## src/rtl/uart_bridge_if.sv

```systemverilog
// Core-side bus of the UART bridge: the send/receive handshake plus status flags.
interface uart_bridge_if;
  logic       sendingChar;
  logic [7:0] sendedChar;
  logic       receivingChar;
  logic [7:0] receivedChar;
  logic       charTaken;
  logic       txFull;
  logic       txOverflow;
  logic       rxOverrun;
  logic       rxFrameErr;

  // The core drives the requests and reads status.
  modport master (
    output sendingChar, sendedChar, charTaken,
    input  receivingChar, receivedChar, txFull, txOverflow, rxOverrun, rxFrameErr
  );

  // The bridge accepts the requests and reports status.
  modport slave (
    input  sendingChar, sendedChar, charTaken,
    output receivingChar, receivedChar, txFull, txOverflow, rxOverrun, rxFrameErr
  );
endinterface

```

## src/rtl/uart_bridge.sv

```systemverilog
// UART bridge: 8N1 transmitter fed by a small FIFO, and an 8N1 receiver with
// a one-byte holding register toward the core. Sticky error flags clear on reset.
module uart_bridge #(
  parameter int CLK_PER_BIT = 868,
  parameter int FIFO_ADDR   = 4
) (
  input  logic          clk,
  input  logic          reset,
  uart_bridge_if.slave  bus,
  output logic          tx,
  input  logic          rx
);

  localparam int DEPTH = 1 << FIFO_ADDR;
  localparam int CW    = $clog2(CLK_PER_BIT) + 1;
  localparam logic [CW-1:0] CNT_LAST = CW'(CLK_PER_BIT - 1);
  localparam logic [CW-1:0] CNT_HALF = CW'(CLK_PER_BIT / 2 - 1);
  localparam logic [CW-1:0] CNT_ONE  = CW'(1);
  localparam logic [FIFO_ADDR:0] PTR_ONE = (FIFO_ADDR + 1)'(1);

  typedef enum logic [1:0] {
    ST_IDLE  = 2'd0,
    ST_START = 2'd1,
    ST_DATA  = 2'd2,
    ST_STOP  = 2'd3
  } uart_state_t;

  // ---------------------------------------------------------------- TX FIFO
  logic [7:0]       fifo_mem [DEPTH];
  logic [FIFO_ADDR:0] wr_ptr;
  logic [FIFO_ADDR:0] rd_ptr;
  logic             fifo_empty;
  logic             fifo_full;
  logic             push;
  logic             tx_pop;
  logic             tx_overflow_r;

  assign fifo_empty = (wr_ptr == rd_ptr);
  assign fifo_full  = (wr_ptr[FIFO_ADDR] != rd_ptr[FIFO_ADDR]) &&
                      (wr_ptr[FIFO_ADDR-1:0] == rd_ptr[FIFO_ADDR-1:0]);
  assign push       = bus.sendingChar && !fifo_full;

  // Storage array; written only on an accepted push, never reset.
  always_ff @(posedge clk) begin
    if (push) fifo_mem[wr_ptr[FIFO_ADDR-1:0]] <= bus.sendedChar;
  end

  // Pointer bookkeeping; a push into a full FIFO is lost and flagged even if a pop happens too.
  always_ff @(posedge clk) begin
    if (reset) begin
      wr_ptr        <= '0;
      rd_ptr        <= '0;
      tx_overflow_r <= 1'b0;
    end else begin
      if (push)   wr_ptr <= wr_ptr + PTR_ONE;
      if (tx_pop) rd_ptr <= rd_ptr + PTR_ONE;
      if (bus.sendingChar && fifo_full) tx_overflow_r <= 1'b1;
    end
  end

  assign bus.txFull     = fifo_full;
  assign bus.txOverflow = tx_overflow_r;

  // ---------------------------------------------------------------- TX FSM
  uart_state_t   tx_state;
  uart_state_t   tx_state_next;
  logic [CW-1:0] tx_cnt;
  logic [2:0]    tx_idx;
  logic [7:0]    tx_byte;
  logic          tx_bit_end;
  logic          tx_line_next;

  assign tx_bit_end = (tx_cnt == CNT_LAST);

  // TX state register.
  always_ff @(posedge clk) begin
    if (reset) tx_state <= ST_IDLE;
    else       tx_state <= tx_state_next;
  end

  // TX next state; STOP chains straight into START when more bytes wait, keeping frames gapless.
  always_comb begin
    tx_state_next = tx_state;
    case (tx_state)
      ST_IDLE:  if (!fifo_empty) tx_state_next = ST_START;
      ST_START: if (tx_bit_end) tx_state_next = ST_DATA;
      ST_DATA:  if (tx_bit_end && (tx_idx == 3'd7)) tx_state_next = ST_STOP;
      ST_STOP:  if (tx_bit_end) tx_state_next = fifo_empty ? ST_IDLE : ST_START;
      default:  tx_state_next = ST_IDLE;
    endcase
  end

  // TX outputs: line level for the current bit and the FIFO pop request.
  always_comb begin
    tx_line_next = 1'b1;
    tx_pop       = 1'b0;
    case (tx_state)
      ST_IDLE:  tx_pop = !fifo_empty;
      ST_START: tx_line_next = 1'b0;
      ST_DATA:  tx_line_next = tx_byte[tx_idx];
      ST_STOP:  tx_pop = tx_bit_end && !fifo_empty;
      default:  tx_line_next = 1'b1;
    endcase
  end

  // TX datapath: bit timing counter, bit index, latched byte and the registered line.
  always_ff @(posedge clk) begin
    if (reset) begin
      tx_cnt  <= '0;
      tx_idx  <= '0;
      tx_byte <= '0;
      tx      <= 1'b1;
    end else begin
      tx <= tx_line_next;
      if (tx_pop) begin
        tx_byte <= fifo_mem[rd_ptr[FIFO_ADDR-1:0]];
        tx_cnt  <= '0;
        tx_idx  <= '0;
      end else if (tx_state != ST_IDLE) begin
        if (tx_bit_end) begin
          tx_cnt <= '0;
          if (tx_state == ST_DATA) tx_idx <= tx_idx + 3'd1;
        end else begin
          tx_cnt <= tx_cnt + CNT_ONE;
        end
      end
    end
  end

  // ---------------------------------------------------------------- RX side
  logic          rx_meta;
  logic          rx_sync;
  uart_state_t   rx_state;
  uart_state_t   rx_state_next;
  logic [CW-1:0] rx_cnt;
  logic [2:0]    rx_idx;
  logic [7:0]    rx_shift;
  logic          rx_cnt_clear;
  logic          rx_sample_data;
  logic          frame_done;
  logic          frame_bad;
  logic          rx_valid;
  logic [7:0]    rx_data;
  logic          rx_overrun_r;
  logic          rx_frame_err_r;

  // Two-flop synchronizer for the asynchronous serial input; idles high.
  always_ff @(posedge clk) begin
    if (reset) begin
      rx_meta <= 1'b1;
      rx_sync <= 1'b1;
    end else begin
      rx_meta <= rx;
      rx_sync <= rx_meta;
    end
  end

  // RX state register.
  always_ff @(posedge clk) begin
    if (reset) rx_state <= ST_IDLE;
    else       rx_state <= rx_state_next;
  end

  // RX next state; a start bit that is high again at mid-bit is treated as a glitch.
  always_comb begin
    rx_state_next = rx_state;
    case (rx_state)
      ST_IDLE:  if (!rx_sync) rx_state_next = ST_START;
      ST_START: if (rx_cnt == CNT_HALF) rx_state_next = rx_sync ? ST_IDLE : ST_DATA;
      ST_DATA:  if ((rx_cnt == CNT_LAST) && (rx_idx == 3'd7)) rx_state_next = ST_STOP;
      ST_STOP:  if (rx_cnt == CNT_LAST) rx_state_next = ST_IDLE;
      default:  rx_state_next = ST_IDLE;
    endcase
  end

  // RX outputs: counter restart, data sample strobe and end-of-frame verdicts.
  always_comb begin
    rx_cnt_clear   = 1'b0;
    rx_sample_data = 1'b0;
    frame_done     = 1'b0;
    frame_bad      = 1'b0;
    case (rx_state)
      ST_IDLE:  rx_cnt_clear = 1'b1;
      ST_START: rx_cnt_clear = (rx_cnt == CNT_HALF);
      ST_DATA: begin
        rx_cnt_clear   = (rx_cnt == CNT_LAST);
        rx_sample_data = (rx_cnt == CNT_LAST);
      end
      ST_STOP: begin
        rx_cnt_clear = (rx_cnt == CNT_LAST);
        frame_done   = (rx_cnt == CNT_LAST) && rx_sync;
        frame_bad    = (rx_cnt == CNT_LAST) && !rx_sync;
      end
      default:  rx_cnt_clear = 1'b1;
    endcase
  end

  // RX datapath: sample-point counter and LSB-first shift register.
  always_ff @(posedge clk) begin
    if (reset) begin
      rx_cnt   <= '0;
      rx_idx   <= '0;
      rx_shift <= '0;
    end else begin
      rx_cnt <= rx_cnt_clear ? '0 : rx_cnt + CNT_ONE;
      if (rx_state == ST_IDLE) rx_idx <= '0;
      if (rx_sample_data) begin
        rx_shift <= {rx_sync, rx_shift[7:1]};
        rx_idx   <= rx_idx + 3'd1;
      end
    end
  end

  // Holding register toward the core; a consume in the completion cycle makes room for the new byte.
  always_ff @(posedge clk) begin
    if (reset) begin
      rx_valid       <= 1'b0;
      rx_data        <= '0;
      rx_overrun_r   <= 1'b0;
      rx_frame_err_r <= 1'b0;
    end else begin
      if (frame_done) begin
        if (!rx_valid || bus.charTaken) begin
          rx_data  <= rx_shift;
          rx_valid <= 1'b1;
        end else begin
          rx_overrun_r <= 1'b1;
        end
      end else if (bus.charTaken && rx_valid) begin
        rx_valid <= 1'b0;
      end
      if (frame_bad) rx_frame_err_r <= 1'b1;
    end
  end

  assign bus.receivingChar = rx_valid;
  assign bus.receivedChar  = rx_data;
  assign bus.rxOverrun     = rx_overrun_r;
  assign bus.rxFrameErr    = rx_frame_err_r;

endmodule

```

## src/flat_wrapper.sv

```systemverilog
// flat-port wrapper written by rule: the top's interface ports become plain ports
module uart_bridge_flat 
#(
  parameter int CLK_PER_BIT = 868,
  parameter int FIFO_ADDR   = 4
)
  (clk, reset, tx, rx, bus_sendingChar, bus_sendedChar, bus_charTaken, bus_receivingChar, bus_receivedChar, bus_txFull, bus_txOverflow, bus_rxOverrun, bus_rxFrameErr);
  uart_bridge_if bus_i ();
  input  logic clk;
  input  logic reset;
  output logic tx;
  input  logic rx;
  input wire logic [$bits(bus_i.sendingChar)-1:0] bus_sendingChar;
  input wire logic [$bits(bus_i.sendedChar)-1:0] bus_sendedChar;
  input wire logic [$bits(bus_i.charTaken)-1:0] bus_charTaken;
  output wire logic [$bits(bus_i.receivingChar)-1:0] bus_receivingChar;
  output wire logic [$bits(bus_i.receivedChar)-1:0] bus_receivedChar;
  output wire logic [$bits(bus_i.txFull)-1:0] bus_txFull;
  output wire logic [$bits(bus_i.txOverflow)-1:0] bus_txOverflow;
  output wire logic [$bits(bus_i.rxOverrun)-1:0] bus_rxOverrun;
  output wire logic [$bits(bus_i.rxFrameErr)-1:0] bus_rxFrameErr;
  assign bus_i.sendingChar = bus_sendingChar;
  assign bus_i.sendedChar = bus_sendedChar;
  assign bus_i.charTaken = bus_charTaken;
  assign bus_receivingChar = bus_i.receivingChar;
  assign bus_receivedChar = bus_i.receivedChar;
  assign bus_txFull = bus_i.txFull;
  assign bus_txOverflow = bus_i.txOverflow;
  assign bus_rxOverrun = bus_i.rxOverrun;
  assign bus_rxFrameErr = bus_i.rxFrameErr;
  uart_bridge #(.CLK_PER_BIT(CLK_PER_BIT), .FIFO_ADDR(FIFO_ADDR)) u_core (.clk(clk), .reset(reset), .bus(bus_i), .tx(tx), .rx(rx));
endmodule
```

## config.mk

```make
export PLATFORM = sky130hd
export DESIGN_NAME = uart_bridge_flat
export DESIGN_NICKNAME = d
export VERILOG_FILES = /design/src/rtl/uart_bridge_if.sv /design/src/rtl/uart_bridge.sv /design/src/flat_wrapper.sv
export SDC_FILE = /design/constraint.sdc
export NUM_CORES = 1
export LEC_CHECK = 0
export CORE_UTILIZATION = 65
export CTS_BUF_LIST = sky130_fd_sc_hd__clkbuf_16
export CTS_CLUSTER_DIAMETER = 100
export DETAILED_ROUTE_END_ITERATION = 8
export PLACE_DENSITY = 0.82
export RECOVER_POWER = 100
export SLEW_MARGIN = 20
export SYNTH_ARGS = -nofsm -noshare
export SYNTH_HDL_FRONTEND = slang
export SYNTH_SLANG_ARGS = --single-unit
export TNS_END_PERCENT = 5
```

## constraint.sdc

```tcl
create_clock -name clk -period 3.3 [get_ports clk]
set_input_delay 0.66 -clock clk [delete_from_list [all_inputs] [get_ports clk]]
set_output_delay 0.66 -clock clk [all_outputs]
set_load 0.01 [all_outputs]
```

# After elaboration in Yosys (flattened, before gate mapping)

Memories as Yosys holds them, arrays and structs flattened. A register that Yosys moved wholly into a read port is not among the register bits.
Index checks and enable logic that the tools add are counted.

Reduce and logical (&&, ||, !) cells: 28
Add/subtract/negate cells: 6
Equality and inequality tests: 23
Mux-type cells: 28
Bitwise operators: 1
Order comparisons: 1

Operators by type and width:

| cell                    | count |
|---|---|
| $add A11 B1 Y11 const B | 2 |
| $eq A11 B10 Y1 const B  | 2 |
| $mux W2                 | 9 |
| $pmux W2 S4             | 2 |
| $ne A2 B1 Y1 const B    | 6 |
| $eq A11 B9 Y1 const B   | 1 |
| $mux W11                | 1 |
| $add A5 B1 Y5 const B   | 2 |
| $mux W1                 | 10 |
| $logic_and A1 B1 Y1     | 9 |
| $eq A2 B2 Y1 const B    | 4 |
| $reduce_and A4 Y1       | 2 |
| $add A3 B1 Y3 const B   | 2 |
| $eq A3 B3 Y1 const B    | 2 |
| $mux W3                 | 2 |
| $ne A2 B2 Y1 const B    | 3 |
| $reduce_and A2 Y1       | 3 |
| $reduce_bool A2 Y1      | 3 |
| $reduce_or A2 Y1        | 3 |
| $eq A5 B5 Y1            | 1 |
| $eq A2 B1 Y1 const B    | 2 |
| $eq A4 B4 Y1            | 1 |
| $logic_not A1 Y1        | 4 |
| $logic_not A2 Y1        | 2 |
| 8 further kinds         | 9 |

Memory bits (writable): 128
Flip-flop bits (word level): 65
Bits of input ports: 13
Memories kept: 1

Memory list:

| name            | depth | bits a word | rd ports | clocked after memory_dff | write ports | RTL line          | source |
|---|---|---|---|---|---|---|---|
| u_core.fifo_mem | 16    | 8           | 1        | 1                        | 1           | uart_bridge.sv:29 | `logic [7:0] fifo_mem [DEPTH];` |

# Longest topological paths before layout

Gate-level depths: netlist of run 1.

Depth in word-level cells: 6
Gate-level depth with buffers: 9
Mapped depth without buffers: 7

# Worst setup path after synthesis of run 1

Ideal clock, no wire load.

Kind: reg2reg
Start: register u_core.wr_ptr[2]
End: memory u_core.fifo_mem[0][0] (enable)
Period minus slack after synthesis: 2242 ps
Slack: 1058 ps
Arrival time: 1910 ps
Cell stages (with the launch flop): 8
Required time: 2968 ps
Cell sequence: dfxtp_1 > clkbuf_1 > xnor2_1 > and4_1 > clkbuf_1 > a21oi_1 > clkbuf_1 > and3_1

Longest elaborated chain between the ends: 6

Ends and longest elaborated chain:

| element                       | RTL line          | source |
|---|---|---|
| start, declared               | uart_bridge.sv:30 | `logic [FIFO_ADDR:0] wr_ptr;` |
| start signal, assigned        | uart_bridge.sv:55 | `if (push) wr_ptr <= wr_ptr + PTR_ONE;` |
| $eq A4 B4 Y1                  | uart_bridge.sv:40 | `(wr_ptr[FIFO_ADDR-1:0] == rd_ptr[FIFO_ADDR-1:0]);` |
| $logic_and A1 B1 Y1           | uart_bridge.sv:39 | `assign fifo_full = (wr_ptr[FIFO_ADDR] != rd_ptr[FIFO_ADDR]) &&` |
| $logic_not A1 Y1              | uart_bridge.sv:41 | `assign push = bus.sendingChar && !fifo_full;` |
| $logic_and A1 B1 Y1           | uart_bridge.sv:41 |  |
| $mux W1                       | uart_bridge.sv:45 | `if (push) fifo_mem[wr_ptr[FIFO_ADDR-1:0]] <= bus.sendedChar;` |
| $mux W1 (implied by the code) | uart_bridge.sv:45 |  |
| end, declared                 | uart_bridge.sv:29 |  |

Several ways; a longest one is shown, not always the timed one.

# Worst setup path in the final report of run 1

Start: register u_core.tx_cnt[0]
End: register u_core.tx_byte[7], read port of u_core.fifo_mem

Longest elaborated chain between the ends: 3

Ends and longest elaborated chain:

| element                | RTL line           | source |
|---|---|---|
| start, declared        | uart_bridge.sv:67  | `logic [CW-1:0] tx_cnt;` |
| start signal, assigned | uart_bridge.sv:124 | `tx_cnt <= tx_cnt + CNT_ONE;` |
| $eq A11 B10 Y1         | uart_bridge.sv:73  | `assign tx_bit_end = (tx_cnt == CNT_LAST);` |
| $logic_and A1 B1 Y1    | uart_bridge.sv:101 | `ST_STOP: tx_pop = tx_bit_end && !fifo_empty;` |
| $pmux W1 S2            | uart_bridge.sv:97  | `case (tx_state)` |
| end, declared          | uart_bridge.sv:69  | `logic [7:0] tx_byte;` |

No other way between the ends.
A chain may end at the register's enable or synchronous reset.

==> impl_metrics.ini, run 1 <==
[yosys]
ys_types = 57
synth.top_cells.by_count = edfxtp_1, dfxtp_1, nor2_1, mux4_2, mux2i_1
synth_cells = 579
synth.yosys.warnings = 0
yosysTopAreaCell = edfxtp_1
synth_seq_cells = 201
postSynthAreaPerCell_um2 = 14.3
synth-edff-count = 128
yosys_most_used_dff = edfxtp_1
synth_fp_nets = 609
syn_area_mm2 = 0.00828
ys_top_cells_by_area = edfxtp_1, dfxtp_1, mux4_2
synth-seq-area-share = 0.641
yosysMostFrequentCell = edfxtp_1
synthArstFlopShare = 0
synth_top_area_frac = 0.464

[cells_and_area]
nNetsFinal = 636
utilization = 0.761
n_fill_cell = 758
antenna_cells = 0
layout-drive-gt1-share = 0.124
seq_area_mm2 = 0.00531
multiInputGateArea_mm2 = 0.00278
synthToLayoutAreaGrowth_pct = 12.2

[floorplan]
core_mm2 = 0.0122
die_area_mm2 = 0.0132
rows = 40
die_x_um = 115
start_util = 0.678
io-pin-count = 27
fp.dieH_um = 115

[drt]
detailedRoute.firstIterationViolations = 508
drt-total-wl_mm = 16.1
num_vias = 4794
antenna_left = 0
via_per_inst = 6.08
wl_per_cell_um = 20.5
drc_errors = 0
firstDrtPassIters = 5

[status]
status = finished with violations
violations = max-capacitance violations, max-slew violations

[global_route]
antenna_found_initial = 0
grt_pass1_wl_mm = 25.7
grt_start_max_net_pins = 39
grtUsageTotal = 0.260
grt.overflow.total = 0
grt_pass1_vias = 4863

[sta]
fmax_mhz = 350
slew_violations = 39
final.setup.tns_ns = 0
rsz0062_at_grt = no
worstMarginPinSlew_ns = 1.54
setup_ws_ns = 0.440
finalCritPeriodShare = 0.867
finalCriticalPeriod_ns = 2.86
max-slew-margin-rel = -0.0284
finalHoldViolCount = 0
setup_viol = 0
fin_worst_skew_ns = 0.0151
timing.hold.ws_ns = 0.415

[critical_path]
crit_chain = ha_1 > nand4_1 > o41a_1 > a211oi_1 > clkbuf_1 > nand2b_1 > o22ai_1
critPathSlowestCell = clkbuf_1
crit_fanout = 14
cp_num_buf_inv = 1
crit_path_end_kind = flop
cp.required_ns = 3.70
cpPeakStageDelay_ns = 0.55
critical_path_class = reg -> reg
arrival_ns = 3.26
critical_path.top_delay_family = compound AO/OA/AOI/OAI gates
start_kind = flop

[pwr]
power_leakage_nw = 3.20
vdd_drop_max_mv = 0.462
power_density_mw_per_mm2 = 645

[cts]
clockBufferDepth = 3
cts_resized = 0
htree_levels = 1
insertion_delay_ns = 0.50
path_clk_slew_ns = 0.06
post_cts_buffers = 0
numClockSinks = 201
numCtsBuffers = 21
ctsHoldBuffers = 0
cts-root-buf = clkbuf_16
cts_tree = yes

[place]
dp_hpwl_mm = 10.3
io_buffers = 26
dp_slack_ns = 0.783
gp_congestion = 0.842

[min_path]
hold_class = reg -> reg

[job]
maxCapViolCount = 1
## where the power goes
part | leakage (nW) | total [W] | internal (W) | switching [W]
clock network | 0.333 | 0.00219 | 0.00128 | 0.000907
logic | 1.12 | 0.000950 | 0.000432 | 0.000517
registers | 1.75 | 0.00286 | 0.00277 | 0.0000855
## worst paths after layout
kind	from	endpoint	slack, ns	cells after the start
worst min register to register	u_core.rx_meta$_SDFF_PP1_	u_core.rx_sync$_SDFF_PP1_	0.42	1
worst max register to register	u_core.tx_cnt[0]$_SDFFE_PP0P_	u_core.tx_byte[7]$_SDFFE_PP0P_	0.44	7
worst min-delay path	u_core.rx_meta$_SDFF_PP1_	u_core.rx_sync$_SDFF_PP1_	0.42	1
worst max-delay path	u_core.tx_cnt[0]$_SDFFE_PP0P_	u_core.tx_byte[7]$_SDFFE_PP0P_	0.44	7
## kinds of logic (layout without fill, tap and decap cells)
group | after synthesis | in the layout | share of synthesized area
mux | 56 | 56 | 0.119
flops | 201 | 201 | 0.641
xor+xnor | 31 | 31 | 0.0328
compound gates | 61 | 61 | 0.0544
fa+ha+maj | 17 | 17 | 0.0257
buf+inv | 42 | 83 | 0.0219
simple gates | 171 | 171 | 0.105
## registers in the layout (all words and copies together) (netlist names), named ones only
register and cells:
u_core.fifo_mem 128, u_core.bus.receivedChar 8, u_core.rx_meta 1, u_core.bus.receivingChar 1, u_core.tx_state 2, u_core.rd_ptr 5
u_core.bus.rxFrameErr 1, u_core.tx 1, u_core.tx_idx 3, u_core.rx_sync 1, u_core.tx_cnt 11, u_core.rx_cnt 11
u_core.bus.txOverflow 1, u_core.rx_state 1, u_core.rx_shift 8, u_core.tx_byte 8, u_core.bus.rxOverrun 1, u_core.wr_ptr 5
u_core.rx_idx 3
## per-stage QoR
| step | cell area, um^2 | power [W] | std cells |
|---|---|---|---|
| 2_1_floorplan | 8280 | 0.00361 | 579 |
| 3_3_place_gp | 8680 | 0.00383 | 751 |
| 3_5_place_dp | 8680 | 0.00387 | 751 |
| 4_1_cts | 9330 | 0.00606 | 788 |
| 5_1_grt | 9290 | 0.00622 | 788 |
| 6_report | 9290 | 0.00600 | 788 |
## metal layers
metal  share of wire  vias up  track usage  wire length (um)
met5               0        -            0                 0
met4           0.036        0        0.101               575
met3           0.056       40       0.0358               896
met2            0.50      175        0.439              7990
met1            0.41     2342        0.347              6670
li1                -     2237            -                 -
## placed cells by master (no fill, tap or decap), types with 3 or more instances in the layout
cell type / count
dlygate4sd3_1: 22
clkdlybuf4s50_1: 3
clkbuf_16: 22
xnor2_1: 19
mux2i_1: 20
nand4_1: 5
nor2b_1: 9
edfxtp_1: 128
clkinv_2: 5
dfxtp_1: 72
nor3_1: 10
a22o_1: 8
clkbuf_1: 7
a211oi_1: 4
nand3_1: 13
or2_2: 5
nand2b_1: 14
nor2_1: 66
nand2_1: 19
a31oi_1: 3
clkinv_1: 5
xor2_1: 12
o21ai_0: 3
nand4b_1: 3
a21oi_1: 11
inv_1: 15
mux4_2: 34
ha_1: 17
and3_1: 13
o22ai_1: 8
a21o_1: 3
a221oi_1: 8
## cell type report
class / count / share of cell area
flip-flops and latches: 201 / 0.571
multi-input cells: 336 / 0.299
clock buffers: 22 / 0.0593
repair buffers: 34 / 0.0327
well taps: 168 / 0.0226
clock inverters: 15 / 0.0101
inverters: 12 / 0.00485
(Power assumes the default switching activity.)
==> inputs of run 2 (changes only) <==
--- a/config.mk
+++ b/config.mk
@@ -9,6 +9,7 @@
 export CTS_BUF_LIST = sky130_fd_sc_hd__clkbuf_16
 export CTS_CLUSTER_DIAMETER = 100
 export DETAILED_ROUTE_END_ITERATION = 8
+export GPL_TIMING_DRIVEN = 1
 export PLACE_DENSITY = 0.82
 export RECOVER_POWER = 100
 export SLEW_MARGIN = 20
==> results of run 2 <==
No change in the layout: final DEF, timing and power equal those of run 1.
